## config.mk

```make
export PLATFORM = sky130hd
export DESIGN_NAME = imem_loader_flat
export DESIGN_NICKNAME = d
export VERILOG_FILES = /design/src/rtl/imem_loader_if.sv /design/src/rtl/imem_loader.sv /design/src/flat_wrapper.sv
export SDC_FILE = /design/constraint.sdc
export NUM_CORES = 1
export LEC_CHECK = 0
export BUFFER_PORTS_ARGS = -buffer_cell sky130_fd_sc_hd__buf_2
export CORE_UTILIZATION = 55
export CTS_BUF_LIST = sky130_fd_sc_hd__clkbuf_4 sky130_fd_sc_hd__clkbuf_8 sky130_fd_sc_hd__clkbuf_16
export CTS_CLUSTER_SIZE = 8
export DETAILED_ROUTE_END_ITERATION = 7
export GPL_TIMING_DRIVEN = 0
export PLACE_DENSITY = 0.88
export SYNTH_ARGS = -nofsm -noshare
export SYNTH_HDL_FRONTEND = slang
export SYNTH_SLANG_ARGS = --single-unit
```

## constraint.sdc

```tcl
create_clock -name clk -period 1.87 [get_ports clk]
set_input_delay 0.187 -clock clk [delete_from_list [all_inputs] [get_ports clk]]
set_output_delay 0.187 -clock clk [all_outputs]
set_load 0.005 [all_outputs]
```

## src/rtl/imem_loader_if.sv

```systemverilog
// Byte-stream and instruction-memory write-port bundle for imem_loader.
// The master side is the loader; the slave side is the byte source plus the memory.
interface imem_loader_if #(
  parameter int ADDR_W = 6
);
  logic [7:0]        rx_data;
  logic              rx_valid;
  logic              rx_ready;
  logic              we;
  logic [ADDR_W-1:0] waddr;
  logic [31:0]       wdata;

  modport master (
    input  rx_data, rx_valid,
    output rx_ready, we, waddr, wdata
  );

  modport slave (
    output rx_data, rx_valid,
    input  rx_ready, we, waddr, wdata
  );
endinterface

```

## src/rtl/imem_loader.sv

```systemverilog
// Boot loader: byte stream -> big-endian words written to the instruction memory.
// Define IMEM_LOADER_CHECKSUM_EN to add a trailing XOR checksum byte and the err flag.
module imem_loader #(
  parameter int ADDR_W = 6
) (
  input  logic          clk,
  input  logic          reset_n,
  input  logic          start,
  imem_loader_if.master bus,
  output logic          busy,
  output logic          done,
  output logic          err,
  output logic          cpu_hold
);

  typedef enum logic [2:0] {
    S_IDLE,
    S_COUNT,
    S_DATA,
`ifdef IMEM_LOADER_CHECKSUM_EN
    S_CHECK,
`endif
    S_DONE
  } state_t;

  state_t            state;
  logic [ADDR_W-1:0] last_idx;   // N-1, so a full 2^ADDR_W image fits the counter
  logic [ADDR_W-1:0] word_cnt;
  logic [1:0]        byte_cnt;
  logic [23:0]       asm_q;      // the 4th byte goes straight to wdata
  logic              accept;

`ifdef IMEM_LOADER_CHECKSUM_EN
  logic [7:0] csum;
  logic       err_q;

  assign bus.rx_ready = (state == S_COUNT) || (state == S_DATA) || (state == S_CHECK);
  assign err          = err_q;
`else
  assign bus.rx_ready = (state == S_COUNT) || (state == S_DATA);
  assign err          = 1'b0;
`endif

  assign accept   = bus.rx_valid && bus.rx_ready;
  assign busy     = bus.rx_ready;
  assign cpu_hold = (state != S_DONE);

  // NOTE: every register here, including the assembler, is a flop with an async
  // reset and is written only with <=, so all reads in this block see pre-edge values.
  always_ff @(posedge clk or negedge reset_n) begin
    if (!reset_n) begin
      state     <= S_IDLE;
      last_idx  <= '0;
      word_cnt  <= '0;
      byte_cnt  <= '0;
      asm_q     <= '0;
      bus.we    <= 1'b0;
      bus.waddr <= '0;
      bus.wdata <= '0;
      done      <= 1'b0;
`ifdef IMEM_LOADER_CHECKSUM_EN
      csum      <= '0;
      err_q     <= 1'b0;
`endif
    end else begin
      bus.we <= 1'b0;
      case (state)
        S_IDLE, S_DONE: begin
          if (start) begin
            state    <= S_COUNT;
            done     <= 1'b0;
            word_cnt <= '0;
            byte_cnt <= '0;
`ifdef IMEM_LOADER_CHECKSUM_EN
            csum     <= '0;
            err_q    <= 1'b0;
`endif
          end
        end

        S_COUNT: begin
          if (accept) begin
            last_idx <= bus.rx_data[ADDR_W-1:0];
            state    <= S_DATA;
          end
        end

        S_DATA: begin
          if (accept) begin
            asm_q    <= {asm_q[15:0], bus.rx_data};
            byte_cnt <= byte_cnt + 2'd1;
`ifdef IMEM_LOADER_CHECKSUM_EN
            csum     <= csum ^ bus.rx_data;
`endif
            if (byte_cnt == 2'd3) begin
              bus.we    <= 1'b1;
              bus.waddr <= word_cnt;
              bus.wdata <= {asm_q, bus.rx_data};
              word_cnt  <= word_cnt + ADDR_W'(1);
              if (word_cnt == last_idx) begin
`ifdef IMEM_LOADER_CHECKSUM_EN
                state <= S_CHECK;
`else
                state <= S_DONE;
                done  <= 1'b1;
`endif
              end
            end
          end
        end

`ifdef IMEM_LOADER_CHECKSUM_EN
        S_CHECK: begin
          if (accept) begin
            err_q <= (bus.rx_data != csum);
            done  <= 1'b1;
            state <= S_DONE;
          end
        end
`endif

        default: state <= S_IDLE;
      endcase
    end
  end

endmodule

```

## src/flat_wrapper.sv

```systemverilog
// flat-port wrapper written by rule: the top's interface ports become plain ports
module imem_loader_flat 
#(
  parameter int ADDR_W = 6
)
  (clk, reset_n, start, busy, done, err, cpu_hold, bus_rx_data, bus_rx_valid, bus_rx_ready, bus_we, bus_waddr, bus_wdata);
  imem_loader_if #(.ADDR_W(ADDR_W)) bus_i ();
  input  logic clk;
  input  logic reset_n;
  input  logic start;
  output logic busy;
  output logic done;
  output logic err;
  output logic cpu_hold;
  input wire logic [$bits(bus_i.rx_data)-1:0] bus_rx_data;
  input wire logic [$bits(bus_i.rx_valid)-1:0] bus_rx_valid;
  output wire logic [$bits(bus_i.rx_ready)-1:0] bus_rx_ready;
  output wire logic [$bits(bus_i.we)-1:0] bus_we;
  output wire logic [$bits(bus_i.waddr)-1:0] bus_waddr;
  output wire logic [$bits(bus_i.wdata)-1:0] bus_wdata;
  assign bus_i.rx_data = bus_rx_data;
  assign bus_i.rx_valid = bus_rx_valid;
  assign bus_rx_ready = bus_i.rx_ready;
  assign bus_we = bus_i.we;
  assign bus_waddr = bus_i.waddr;
  assign bus_wdata = bus_i.wdata;
  imem_loader #(.ADDR_W(ADDR_W)) u_core (.clk(clk), .reset_n(reset_n), .start(start), .bus(bus_i), .busy(busy), .done(done), .err(err), .cpu_hold(cpu_hold));
endmodule
```

==> qor.csv, run 1 <==
metric,value,unit
placement row count,27,
gp weighted congestion,0.8037,
maximum clock path buffer count,2,
later-pin clock latency in the skew report,0.35,ns
power share of the clock group,31.3,%
pin count of the biggest net entering global routing,64,
vias in the first global route,2292,
crit path launch,u_core.state[0]$_DFFE_PN0P_,
Hold Crit Start,bus_rx_data[6],
fin. max-slew vios,0,
Num CTS Buffers,9,
antenna-violating nets left,0,
FMAX,587.1,MHz
DR WL/cell,14.87,um
"Hold Violations, Final",0,
Final Total Pwr,4.458,mW
IO Port Bufs,54,
CP Max Fanout,7,
DP Area,0.003638,mm^2
Max H-tree Level,3,
Flop pwr share,49.6,%
P_leak,2.198,nW
Die Area,0.006217,mm^2
max cap viols,0,
Die Wd,78.85,um
library cells used by synthesis,27,
Core Area,0.005608,mm^2
Synth Warn #,0,
Worst Setup End Kind,flip-flop,
Die H,78.85,um
Overflow after GRT,0,
# diodes,0,
worst clock skew,0.009887,ns
post-synth top area cell,dfrtp_1,
CTS tree,done,
Startpoint Class,flip-flop,
Placed Cells incl. Taps,429,
sequential-to-total area share from yosys stat,61.63,%
first-pass GRT wire length,11.30,mm
# clock sinks,80,
Top-Level Pins,56,
Int Pwr,3.250,mW
Mapped Nets,319,
Post-Synthesis Cells,302,
DRC,0,
Max rail drop VDD,0.7397,mV
clk slew on worst S/H paths,0.08,ns
antenna violations before repair,0,
ratio of routed vias to standard cells,5.304,
Pre-antenna DRT Iters,4,
Hold WC Path Type,in2reg,
Starting Density,57.92,%
Switching Share,27.09,%
HPWL after detailed placement,4.588,mm
DRT Wirelength,6.649,mm
post-synth design cell area,0.003248,mm^2
Final Cycle Share,91.09,%
Mapped Avg Cell Area,10.76,um^2
CP arrival,1.97,ns
RSZ-0062 raised after global routing,no,
post-synth top area share,61.63,%
min cycle time layout,1.703,ns
Tot GR Track Use,24.61,%
Finished Cell Area,0.003900,mm^2
Pwr per Cell Area,1143,mW/mm^2
Yosys reg bits,80,
Synth-to-Final Area Change,20.07,%
Root Buffer Master,clkbuf_8,
largest cells by area after synthesis,"dfrtp_1, nand2_1, mux2_2, ha_1, xnor2_1",
worst path required time,2.14,ns
fin cells,447,
endpoints failing setup,0,
via count of the routed design,2371,
final design utilization,69.54,%
hold slack,0.05370,ns
P_sw,1.208,mW
fin nets,387,
share of cells above drive strength 1,32.00,%
Comb power frac,19.0,%
critical setup path kind,reg2reg,
run status,"complete, no violations",
1st-iter DRT viols,139,
RR Startpoint,u_core.state[0]$_DFFE_PN0P_,
## layer usage
metal | share of wire, % | track usage (%)
met2 | 50 | 40.09
met4 | 2.5 | 10.55
met3 | 5.1 | 7.356
met5 | 0 | 0
met1 | 43 | 30.61
## cell usage after synthesis, drive strengths merged
| library cell | count |
|---|---|
| nor2b | 1 |
| inv | 9 |
| or4 | 2 |
| buf | 8 |
| nand2 | 119 |
| clkbuf | 5 |
| nand2b | 1 |
| conb | 1 |
| a21oi | 3 |
| nor3 | 2 |
| o211ai | 1 |
| xnor2 | 7 |
| nand4 | 3 |
| nand3 | 3 |
| or3 | 1 |
| o21ai | 6 |
| and3b | 1 |
| dfrtp | 80 |
| mux2 | 32 |
| or3b | 1 |
| a22o | 2 |
| xor2 | 2 |
| nand4b | 1 |
| nor2 | 6 |
| ha | 5 |
## layout by cell type (no fill, tap or decap), types with 2 or more instances in the layout
master and count:
a21oi_1 3, a22o_1 2, buf_2 58, buf_4 4, bufinv_16 2, clkbuf_2 4, clkbuf_8 10, clkinv_2 3
dfrtp_1 79, ha_1 4, inv_1 8, mux2_2 32, nand2_1 118, nand3_1 3, nand4_1 3, nor2_1 6
nor3_1 2, o21ai_0 5, or4_1 2, xnor2_1 7, xor2_1 2
## through the flow
stage | setup slack [ns] | TNS [ns]
after detailed placement | -0.1120 | -0.1741
after floorplan | 0.2086 | 0
final | 0.1666 | 0
after CTS | 0.002843 | 0
after global placement | -0.01654 | -0.01654
after global routing | 0.05025 | 0
## registers in the layout (all words and copies together), names as in the netlist
| name | flops |
|---|---|
| u_core.word_cnt | 6 |
| u_core.asm_q | 24 |
| u_core.bus.wdata | 32 |
| u_core.bus.we | 1 |
| u_core.last_idx | 6 |
| u_core.done | 1 |
| u_core.state | 2 |
| u_core.bus.waddr | 6 |
| u_core.byte_cnt | 2 |
## worst max-delay path, cell delays in order, from the launching register on
cell      delay [ns]
dfrtp_2         0.45
inv_1           0.11
ha_4            0.22
nand4b_1        0.17
buf_4           0.17
or3_1           0.35
a21oi_1         0.16
## area by class of cell
cell class	instances	area (um^2)
multi-input cells	200	1164
fillers	419	1708
plain buffers	13	71.32
clock inverters	6	82.58
well taps	72	90.09
repair buffers	57	317.8
flip-flops and latches	80	2003
inverters	9	33.78
clock buffers	10	137.6
## power groups by stage
stage	sequential (mW)	combinational (mW)	clock [mW]
after floorplan	2.16	0.615	0
after global placement	2.21	0.763	0
final	2.21	0.847	1.40
after detailed placement	2.23	0.814	0
after CTS	2.20	0.822	1.42
after global routing	2.25	0.947	1.50
## cell families after synthesis
group,Yosys count,share of synthesized area [%]
AOI/OAI and AO/OA,12,2.157
xor gates and xnor gates,9,2.427
adders and majority gates,5,1.926
buffers and inverters,22,3.005
DFF,80,61.63
muxes,32,11.09
other,1,0.1155
and+or+nand+nor,141,17.64
## path summary, 6_finish.rpt
path,depth (start not counted),slack (ns),end
max in group asynchronous,3,1.05,u_core.state[0]$_DFFE_PN0P_
worst max-delay path,6,0.17,u_core.word_cnt[3]$_DFFE_PN0P_
worst max register to register,6,0.17,u_core.word_cnt[3]$_DFFE_PN0P_
worst min-delay path,3,0.05,u_core.bus.wdata[6]$_DFFE_PN0P_
min in group asynchronous,2,0.24,u_core.bus.wdata[26]$_DFFE_PN0P_
worst min register to register,2,0.47,u_core.bus.wdata[27]$_DFFE_PN0P_
## repair_timing
item,4_1_cts,5_1_grt
hold endpoints to repair,17,0
setup buffers,1,0
resized for setup,1,11
hold buffers,1,0
setup endpoints to repair,23,72
(Power assumes the default switching activity.)
==> run 2: changes to the inputs <==
SETUP_SLACK_MARGIN = 0.2   (was default)
==> run 2 against run 1 <==
Highest routed layer unchanged. Cell count grew 0.45%. Routed wire length grew 1.2%. Critical endpoint is now u_core.state[1]$_DFFE_PN0P_. Sequential power is essentially flat.
==> qor.csv, run 2 (synthesis results as in run 1) <==
metric,value,unit,change
run status,"complete, no violations",,
# diodes,0,,unchanged
Core Area,0.005608,mm^2,unchanged
fin nets,389,,+0.52%
max cap viols,0,,unchanged
first-pass GRT wire length,11.32,mm,+0.12%
Die Area,0.006217,mm^2,unchanged
register area,0.002003,mm^2,unchanged
Die H,78.85,um,unchanged
Hold WC Path Type,in2reg,,
placement row count,27,,unchanged
CP Max Fanout,4,,-3
worst clock skew,0.007755,ns,-0.002132 ns
ratio of routed vias to standard cells,5.310,,+0.10%
max reg flops,32,,unchanged
Top-Level Pins,56,,unchanged
antenna-violating nets left,0,,unchanged
"slowest stage cell, crit path",dfrtp_1,,
DRC,0,,unchanged
CP arrival,1.93,ns,-0.04 ns
Max rail drop VDD,0.6986,mV,-5.6%
Finished Cell Area,0.003938,mm^2,+0.96%
HPWL after detailed placement,4.588,mm,unchanged
Num CTS Buffers,9,,unchanged
fin. max-slew vios,0,,unchanged
DP Area,0.003638,mm^2,unchanged
Die Wd,78.85,um,unchanged
Final Total Pwr,4.507,mW,+1.1%
Filler cells,415,,-0.95%
Crit path largest cell delay,0.40,ns,-0.05 ns
final worst-path setup slack,0.1776,ns,+0.01097 ns
Pwr per Cell Area,1145,mW/mm^2,+0.15%
Overflow after GRT,0,,unchanged
"commonest non-fill, non-tap cell in the layout",nand2_1,,
via count of the routed design,2384,,+0.55%
1st-iter DRT viols,142,,+2.2%
Final Cycle Share,90.50,%,-0.59 points
DR WL/cell,14.99,um,+0.80%
hold slack,0.05739,ns,+0.003693 ns
Tot GR Track Use,24.63,%,+0.025 points
Multi-input gate area,0.001177,mm^2,+1.2%
pin count of the biggest net entering global routing,64,,unchanged
Pre-antenna DRT Iters,4,,unchanged
IO Port Bufs,54,,unchanged
P_leak,2.202,nW,+0.16%
critical path buffer and inverter count,1,,-1
endpoints failing setup,0,,unchanged
RSZ-0062 raised after global routing,yes,,
cell family with most CP delay,flip-flops,,
Setup WS pre-CTS,-0.1120,ns,unchanged
Startpoint Class,flip-flop,,
clk slew on worst S/H paths,0.08,ns,about the same
maximum clock path buffer count,2,,unchanged
"commonest non-fill, non-tap cells in the layout","nand2_1, dfrtp_1, buf_2",,
Max H-tree Level,3,,unchanged
FMAX,590.9,MHz,+0.65%
biggest regs,"u_core.bus.wdata: 32 flops, u_core.asm_q: 24 flops",,
Starting Density,57.92,%,unchanged
later-pin clock latency in the skew report,0.35,ns,about the same
CP cell instances,"buf_4, ha_2, or3b_1, a21oi_2, a21oi_1, mux2_2",,
gp weighted congestion,0.8037,,unchanged
Biggest register,u_core.bus.wdata,,
vias in the first global route,2297,,+0.22%
# clock sinks,80,,unchanged
"Hold Violations, Final",0,,unchanged
Synth-to-Final Area Change,21.23,%,
antenna violations before repair,0,,unchanged
min cycle time layout,1.692,ns,-0.01098 ns
Root Buffer Master,clkbuf_8,,
critical setup path kind,reg2reg,,
CTS tree,done,,
share of cells above drive strength 1,34.22,%,+2.2 points
Worst Setup End Kind,flip-flop,,
worst path required time,2.10,ns,-0.04 ns
DRT Wirelength,6.732,mm,+1.2%
-- run 2: cell types whose count changed in the layout (fill, tap and decap cells not counted), moves of 2 or more --
cell	before	now
buf_4	4	10
a21oi_1	3	1
a21oi_2	0	2
buf_2	58	56
inv_1	8	6
inv_2	1	3
-- run 2: through the flow --
stage	utilization, %	setup TNS, ns	instances
2_1_floorplan	-	0	302
3_3_place_gp	64.35	-0.01654	428
3_5_place_dp	64.88	-0.1741	429
4_1_cts	69.63	0	448
5_1_grt	70.21	0	449
6_report	70.21	0	449
-- run 2: report_power, final --
group	switching (mW)	internal [mW]	leakage, nW
clock network	0.612	0.781	0.112
registers	0.214	1.99	1.08
logic	0.398	0.508	1.01
-- run 2: worst register-to-register path, stage by stage (launching register included) --
cell     delay (ns)
dfrtp_1        0.40
buf_4          0.16
ha_2           0.20
or3b_1         0.37
a21oi_2        0.14
a21oi_1        0.05
mux2_2         0.26
-- run 2: worst paths after layout --
| path | depth (start not counted) | to | slack (ns) | from |
|---|---|---|---|---|
| min | 3 | u_core.bus.wdata[6]$_DFFE_PN0P_ | 0.06 | bus_rx_data[6] |
| min in group asynchronous | 2 | u_core.bus.wdata[26]$_DFFE_PN0P_ | 0.24 | reset_n |
| max reg2reg | 6 | u_core.state[1]$_DFFE_PN0P_ | 0.18 | u_core.state[0]$_DFFE_PN0P_ |
| max in group asynchronous | 3 | u_core.state[1]$_DFFE_PN0P_ | 1.05 | reset_n |
| max | 6 | u_core.state[1]$_DFFE_PN0P_ | 0.18 | u_core.state[0]$_DFFE_PN0P_ |
| min reg2reg | 2 | u_core.bus.wdata[27]$_DFFE_PN0P_ | 0.47 | u_core.bus.wdata[27]$_DFFE_PN0P_ |
-- run 2: cell type report --
cell class	instances	area share [%]
sequential	80	50.87
timing repair buffer	59	8.452
inverter	9	0.8580
clock buffer	10	3.495
buffer	13	2.034
tap	72	2.288
multi-input combinational	200	29.90
clock inverter	6	2.097
-- run 2: repair_timing --
action / 4_1_cts / 5_1_grt
buffers inserted: 2 / 1
gates resized for setup: 7 / 19
setup endpoints to repair: 77 / 56
hold buffers: 1 / 0
hold endpoints to repair: 17 / 0
cloned: 0 / 0
pin swaps: 0 / 1
-- run 2: per-layer routing --
metal | wire [um] | GRT usage [%] | part of all wire (%)
met1 | 2863 | 30.61 | 43
met2 | 3416 | 40.43 | 51
met3 | 294 | 7.241 | 4.4
met4 | 158 | 10.18 | 2.3
met5 | 0 | 0 | 0
